<file path="src/rtl/prbs_gen_multi_if.sv">
// ============================================================================
// Module      : prbs_gen_multi_if
// Description : Valid/ready word bus between the PRBS source and its consumer.
// Revision    : 1.0 - initial release
// ============================================================================
`default_nettype none

interface prbs_gen_multi_if #(
  parameter int W = 8
);
  logic         out_valid;
  logic         out_ready;
  logic [W-1:0] out_data;

  modport master (output out_valid, output out_data, input out_ready);
  modport slave  (input out_valid, input out_data, output out_ready);
endinterface

`default_nettype wire

</file>
<file path="src/rtl/prbs_gen_multi.sv">
// ============================================================================
// Module      : prbs_gen_multi
// Description : W-bit parallel PRBS7/15/23/31 generator with seed load,
//               single-bit error injection and accepted-word counter.
// Revision    : 1.0 - initial release
// ============================================================================
`default_nettype none

module prbs_gen_multi #(
  parameter int W        = 8,
  parameter int RST_MODE = 0
) (
  input  wire logic          clk,
  input  wire logic          reset,
  input  wire logic          en,
  input  wire logic [1:0]    mode,
  input  wire logic          seed_load,
  input  wire logic [30:0]   seed,
  input  wire logic          inject_err,
  prbs_gen_multi_if.master   out,
  output logic      [31:0]   word_cnt
);

  localparam logic [1:0] RST_SEL = RST_MODE[1:0];

  function automatic logic [30:0] mask_of(input logic [1:0] m);
    logic [30:0] r;
    case (m)
      2'd0:    r = 31'h0000_007F;
      2'd1:    r = 31'h0000_7FFF;
      2'd2:    r = 31'h007F_FFFF;
      default: r = 31'h7FFF_FFFF;
    endcase
    return r;
  endfunction

  localparam logic [30:0] RST_STATE = mask_of(RST_SEL);

  logic [30:0]  lfsr;
  logic [1:0]   cur_mode;
  logic [W-1:0] word_reg;
  logic         valid_reg;
  logic [31:0]  count;

  logic [30:0]  next_lfsr;
  logic [W-1:0] next_word;
  logic [W-1:0] inj_mask;
  logic         fb;
  logic [30:0]  seed_masked;
  logic [30:0]  seed_state;
  logic         transfer;
  logic         load;

  // W Fibonacci steps unrolled; the first generated bit lands in the MSB.
  always_comb begin
    next_lfsr = lfsr;
    next_word = '0;
    fb        = 1'b0;
    for (int i = 0; i < W; i++) begin
      case (cur_mode)
        2'd0:    fb = next_lfsr[6]  ^ next_lfsr[5];
        2'd1:    fb = next_lfsr[14] ^ next_lfsr[13];
        2'd2:    fb = next_lfsr[22] ^ next_lfsr[17];
        default: fb = next_lfsr[30] ^ next_lfsr[27];
      endcase
      next_word[W-1-i] = fb;
      case (cur_mode)
        2'd0:    next_lfsr = {24'd0, next_lfsr[5:0],  fb};
        2'd1:    next_lfsr = {16'd0, next_lfsr[13:0], fb};
        2'd2:    next_lfsr = {8'd0,  next_lfsr[21:0], fb};
        default: next_lfsr = {next_lfsr[29:0], fb};
      endcase
    end
  end

  always_comb begin
    inj_mask    = '0;
    inj_mask[0] = inject_err;
    seed_masked = seed & mask_of(mode);
    // An all-zero seed would lock the LFSR, so substitute all-ones.
    seed_state  = (seed_masked == 31'd0) ? mask_of(mode) : seed_masked;
  end

  assign transfer = valid_reg && out.out_ready;
  assign load     = en && (!valid_reg || out.out_ready) && !seed_load;

  always_ff @(posedge clk or posedge reset) begin
    if (reset) begin
      lfsr      <= RST_STATE;
      cur_mode  <= RST_SEL;
      word_reg  <= '0;
      valid_reg <= 1'b0;
      count     <= 32'd0;
    end else if (seed_load) begin
      lfsr      <= seed_state;
      cur_mode  <= mode;
      valid_reg <= 1'b0;
      count     <= 32'd0;
    end else begin
      if (load) begin
        word_reg  <= next_word ^ inj_mask;
        lfsr      <= next_lfsr;
        valid_reg <= 1'b1;
      end else if (transfer) begin
        valid_reg <= 1'b0;
      end
      if (transfer) begin
        count <= count + 32'd1;
      end
    end
  end

  assign out.out_valid = valid_reg;
  assign out.out_data  = word_reg;
  assign word_cnt      = count;

endmodule

`default_nettype wire

</file>
<file path="src/flat_wrapper.sv">
// flat-port wrapper written by rule: the top's interface ports become plain ports
module prbs_gen_multi_flat 
#(
  parameter int W        = 8,
  parameter int RST_MODE = 0
)
  (clk, reset, en, mode, seed_load, seed, inject_err, word_cnt, out_out_valid, out_out_data, out_out_ready);
  prbs_gen_multi_if #(.W(W)) out_i ();
  input  wire logic clk;
  input  wire logic reset;
  input  wire logic en;
  input  wire logic [1:0] mode;
  input  wire logic seed_load;
  input  wire logic [30:0] seed;
  input  wire logic inject_err;
  output logic      [31:0] word_cnt;
  output wire logic [$bits(out_i.out_valid)-1:0] out_out_valid;
  output wire logic [$bits(out_i.out_data)-1:0] out_out_data;
  input wire logic [$bits(out_i.out_ready)-1:0] out_out_ready;
  assign out_out_valid = out_i.out_valid;
  assign out_out_data = out_i.out_data;
  assign out_i.out_ready = out_out_ready;
  prbs_gen_multi #(.W(W), .RST_MODE(RST_MODE)) u_core (.clk(clk), .reset(reset), .en(en), .mode(mode), .seed_load(seed_load), .seed(seed), .inject_err(inject_err), .out(out_i), .word_cnt(word_cnt));
endmodule
</file>
<file path="config.mk">
export PLATFORM = sky130hd
export DESIGN_NAME = prbs_gen_multi_flat
export DESIGN_NICKNAME = d
export VERILOG_FILES = /design/src/rtl/prbs_gen_multi_if.sv /design/src/rtl/prbs_gen_multi.sv /design/src/flat_wrapper.sv
export SDC_FILE = /design/constraint.sdc
export NUM_CORES = 1
export LEC_CHECK = 0
export BUFFER_PORTS_ARGS = -buffer_cell sky130_fd_sc_hd__buf_2
export CELL_PAD_IN_SITES_DETAIL_PLACEMENT = 0
export CELL_PAD_IN_SITES_GLOBAL_PLACEMENT = 1
export CORE_MARGIN = 4
export CORE_UTILIZATION = 45
export CTS_CLUSTER_SIZE = 30
export DETAILED_ROUTE_END_ITERATION = 6
export GPL_TIMING_DRIVEN = 0
export PLACE_DENSITY_LB_ADDON = 0.1
export SLEW_MARGIN = 10
export SYNTH_ARGS = -nofsm -noshare
export SYNTH_HDL_FRONTEND = slang
export SYNTH_SLANG_ARGS = --single-unit
</file>
<file path="constraint.sdc">
create_clock -name clk -period 4.5 [get_ports clk]
set_input_delay 0.9 -clock clk [delete_from_list [all_inputs] [get_ports clk]]
set_output_delay 0.9 -clock clk [all_outputs]
set_load 0.03 [all_outputs]
</file>
---- Word-level counts from Yosys, hierarchy flattened ----
Cells that the tools add are included.
storage, ports and cells
  flip-flop bits (word level) ............. 74
  bits of input ports ..................... 39
  word-level logic and storage cells ...... 83
operators by class
  add/subtract/negate cells ............... 1
  equal/unequal tests ..................... 4
  mux-type cells .......................... 25
  bitwise logic cells ..................... 35
  reductions and logical operators ........ 13
operators with widths
  kind                   count
  $pmux 31 s3            9
  $mux 31                3
  $mux 32                2
  $add 32x1->32 const B  1
  $xor 1x1->1            32
  $and 31x31->31         1
  $logic_not 31->1       1
  $pmux 1 s3             8
  $xor 8x1->8            1
  $eq 2x1->1 const B     2
  $eq 2x2->1 const B     2
  $logic_not 2->1        2
  $reduce_bool 2->1      2
  $logic_and 1x1->1      3
  $mux 1                 3
  $reduce_bool 3->1      1
  $logic_not 1->1        2
  $reduce_and 2->1       1
  $logic_or 1x1->1       1
  $not 1->1              1

---- Logic depth before layout (Yosys ltp) ----
  depth in word-level cells ............... 26
  mapped depth ............................ 7

---- Worst setup path after synthesis ----
No wires, ideal clock.
  path type ............................... input port to flip-flop
  start point ............................. in out_out_ready
  end point ............................... reg u_core.count[25], in the netlist u_core.word_cnt[25]
  setup time .............................. 78 ps
  data arrival time ....................... 2,121 ps
  setup slack ............................. 2,301 ps
  stages on the path ...................... 5
  cells stage by stage .................... nand2_1 -> nor4_4 -> nand3_4 -> or3_1 -> a21oi_1
between the ends
  longest elaborated chain between the ends .. 2
ends and longest elaborated chain
  what                         RTL line               source
  start: declaration           flat_wrapper.sv:19     input wire logic [$bits(out_i.out_ready)-1:0] out_out_ready;
  $logic_and 1x1->1            prbs_gen_multi.sv:84   assign transfer = valid_reg && out.out_ready;
  $reduce_bool 2->1 (no line)  n/a
  end signal: assignment       prbs_gen_multi.sv:108  count <= count + 32'd1;
  end: declaration             prbs_gen_multi.sv:43   logic [31:0] count;
Every way passes these cells.
A chain may end at the register's enable or synchronous reset.

---- Worst setup path in the final report ----
  start point ............................. in seed[7]
  end point ............................... reg u_core.lfsr[30]
between the ends
  longest elaborated chain between the ends .. 4
ends and longest elaborated chain
  what                    RTL line               source
  start: declaration      flat_wrapper.sv:14     input wire logic [30:0] seed;
  $and 31x31->31          prbs_gen_multi.sv:79   seed_masked = seed & mask_of(mode);
  $logic_not 31->1        prbs_gen_multi.sv:81   seed_state = (seed_masked == 31'd0) ? mask_of(mode) : seed_masked;
  $mux 31                 prbs_gen_multi.sv:81
  $mux 31                 prbs_gen_multi.sv:94   end else if (seed_load) begin
  end signal: assignment  prbs_gen_multi.sv:95   lfsr <= seed_state;
  end signal: assignment  prbs_gen_multi.sv:102  lfsr <= next_lfsr;
  end: declaration        prbs_gen_multi.sv:39   logic [30:0] lfsr;
Every way passes these cells.

==> out/qor.txt <==
Status: complete, no violations
Hold slack: 0.479 ns
WP data required: 4.76 ns
M2 GR Usage: 0.349
Post-synth EDFFs: 0
ANT nets after route: 0
Gpl congestion: 0.889
Initial drt markers: 202
Antenna diodes: 0
Area delta synth->final: 19.3%
CTS H-tree depth: 3
Met1 usage: 0.263
CTS tree: done
Worst setup SP type: primary input
#FFs+latches synth: 74
# port buffers: 78
I/O pins: 80
Total grt overflow: 0
Post-CTS Repair Setup Buffers: 0
RSZ-0062 raised after global routing: false
Pre-CTS setup slack: 1.85 ns
Tcrit/Tclk final: 0.510
Crit path time final: 2.29 ns
Relative slew slack: 0.621
FF-to-FF path depth: 7
Layout cell share with drive strength beyond 1: 0.223
Yosys cell types: 44
Worst Slack Setup Final: 2.21 ns
Reg clk slew, reported paths: 0.08 ns
P_sw: 512 uW
Yosys top cell by area: dfrtp_1
Arrival @ worst endpoint: 2.56 ns
Min-delay worst type: reg -> reg
Int Power: 1.27 mW
Routed via count: 3628
Setup crit start: seed[7]
Drt pass-1 iters: 5
Mapped Cells: 462
Pleak: 2.23 nW
Die width: 105 um
Fin. Hold Viols: 0
Area after DPL: 4760 um2
Starting Density: 0.459
Site row count: 35
Vias per cell: 5.43
Pwr dens: 354 nW/um2
First-pass GRT wire length: 18300 um
Sink Count: 74
Syn_nets: 502
Fmax: 436 MHz
Peak supply drop: 0.153 mV
Gr busiest metal: met2
Reg power frac: 0.430
GRT Total Usage: 0.207
Hold buffers post-CTS: 0
Final wirelength: 10900 um
Met3 Use GR: 0.0432
Largest net degree at the start of global routing: 50
Final Skew: 0.0107 ns
Hpwl dp: 8500 um
Crit end category: flop
Max cap viols: 0
Post-route DRC violation count: 0
Synthesized area: 4210 um2
Setup CP Type: in -> reg
Die area: 11000 um2
Setup Total Neg Slack: 0 ns
Design area: 5020 um2
Initial antenna violation count: 0
Resize count post-CTS: 0
Final setup viols: 0
Hold_sp: u_core.out.out_data[3]
Vias in the first global route: 3633
Seq/Total Area, Yosys: 0.442
Longest Clk Path Bufs: 2
Share of the synthesized area in the top cell type: 0.399
Routed WL per cell: 16.3 um
Clock Latency Late Sink: 0.34 ns
Syn Area/Cell: 9.10 um2
Startpoint of the worst-slack reg-to-reg timing path: u_core.word_cnt[0]
Core area: 9150 um2
Max-slew violations: 0
Synth Warn #: 0
CTS root buffer: clkbuf_8
Ys flop type: dfrtp_1
Synth top area cells: dfrtp_1 (40%), xnor2_1 (6.2%), xor2_1 (6.2%)
Worst-path fanout max: 10
Final #Nets: 592
Clock power share: 0.363
Sw frac: 0.288
Worst Hold Depth: 2
CTS Buf Count: 9
Die H: 105 um
FFs w/ async S/R, synth: 1.00
Worst-Margin Slew: 0.564 ns
Comb pwr share: 0.207
layout make-up:
cell class	instances	area, um2
Buffer	30	140
Sequential cell	74	1860
Tap cell	111	139
Multi-Input combinational cell	349	2170
Clock buffer	12	155
Timing Repair Buffer	79	418
Clock inverter	4	97.6
Inverter	9	36.3
Fill cell	857	4140
worst max-delay path: stages:
cell and delay (ns):
buf_2 0.10, nor4_1 0.29, nand2_1 0.11, o21ai_0 0.41, clkbuf_1 0.39, a21oi_1 0.18
o21ai_0 0.16
cell usage after synthesis, types with 8 or more instances:
library cell / number
a21o_1: 8
a21oi_1: 45
a22oi_1: 16
clkbuf_1: 17
dfrtp_1: 67
inv_1: 9
nand2_1: 46
nand3_1: 19
nand4_1: 13
nor2_1: 46
o21ai_0: 37
xnor2_1: 30
xor2_1: 30
cells in the final DEF, fill, tap and decap left out, types with 2 or more instances in the layout:
| cell | Yosys | routed |
|---|---|---|
| buf_6 | 2 | 2 |
| o22ai_1 | 2 | 2 |
| xor2_1 | 30 | 30 |
| nand2_1 | 46 | 46 |
| nor4_1 | 7 | 7 |
| o21ai_0 | 37 | 37 |
| xnor2_1 | 30 | 30 |
| and2_1 | 3 | 3 |
| dfstp_2 | 7 | 7 |
| and3_1 | 5 | 5 |
| nor3_1 | 5 | 5 |
| nand3_1 | 19 | 19 |
| and4_1 | 2 | 2 |
| a22oi_1 | 16 | 16 |
| clkbuf_1 | 17 | 18 |
| nor2_1 | 46 | 46 |
| or3_1 | 4 | 4 |
| clkbuf_2 | 3 | 3 |
| inv_1 | 9 | 8 |
| a21oi_1 | 45 | 45 |
| nand2b_1 | 2 | 2 |
| mux2i_1 | 2 | 2 |
| clkbuf_8 | 0 | 11 |
| nand4_1 | 13 | 13 |
| bufinv_16 | 0 | 3 |
| a21o_1 | 8 | 8 |
| buf_2 | 7 | 85 |
| mux4_2 | 5 | 5 |
| a211oi_1 | 7 | 7 |
| dfrtp_1 | 67 | 67 |
flip-flops by register name, summed over array words and instances, names as in the netlist:
register and count:
u_core.out.out_valid 1, u_core.lfsr 31, u_core.out.out_data 8, u_core.word_cnt 32, u_core.cur_mode 2
power by group through the flow:
| stage | logic, mW | registers, mW | clock network (mW) |
|---|---|---|---|
| global placement | 0.364 | 0.776 | 0 |
| floorplan | 0.216 | 0.809 | 0 |
| CTS | 0.371 | 0.764 | 0.659 |
| finish | 0.369 | 0.764 | 0.645 |
| global route | 0.405 | 0.771 | 0.694 |
| detailed placement | 0.370 | 0.777 | 0 |
per-stage QoR:
stage	cells	util	power [mW]
after global placement	651	0.517	1.14
after floorplan	462	-	1.02
final	668	0.548	1.78
after global routing	668	0.548	1.87
after CTS	668	0.548	1.79
after detailed placement	652	0.521	1.15
metal layers:
metal,vias to the layer above,share of wire
met5,-,0
met1,1721,0.44
met4,0,0.024
met2,84,0.49
met3,20,0.046
li1,1803,-
path summary, 6_finish.rpt:
kind / to / slack [ns]
setup reg to reg: u_core.word_cnt[28] / 2.40
setup / recovery: u_core.lfsr[30] / 2.21
hold / removal: u_core.out.out_data[3] / 0.48
hold reg to reg: u_core.out.out_data[3] / 0.48
max in group asynchronous: u_core.lfsr[0] / 3.39
min in group asynchronous: u_core.lfsr[25] / 0.51
cells by family after synthesis:
kind of cell	after synthesis	synth area share
AND/OR/NAND/NOR	158	0.182
AO/OA/AOI/OAI	122	0.169
XOR/XNOR	61	0.131
adder cells (fa/ha/maj)	1	0.00297
multiplexers	7	0.0315
buffers and inverters	39	0.0414
flip-flops	74	0.442
Power figures use the tool's default switching activity.
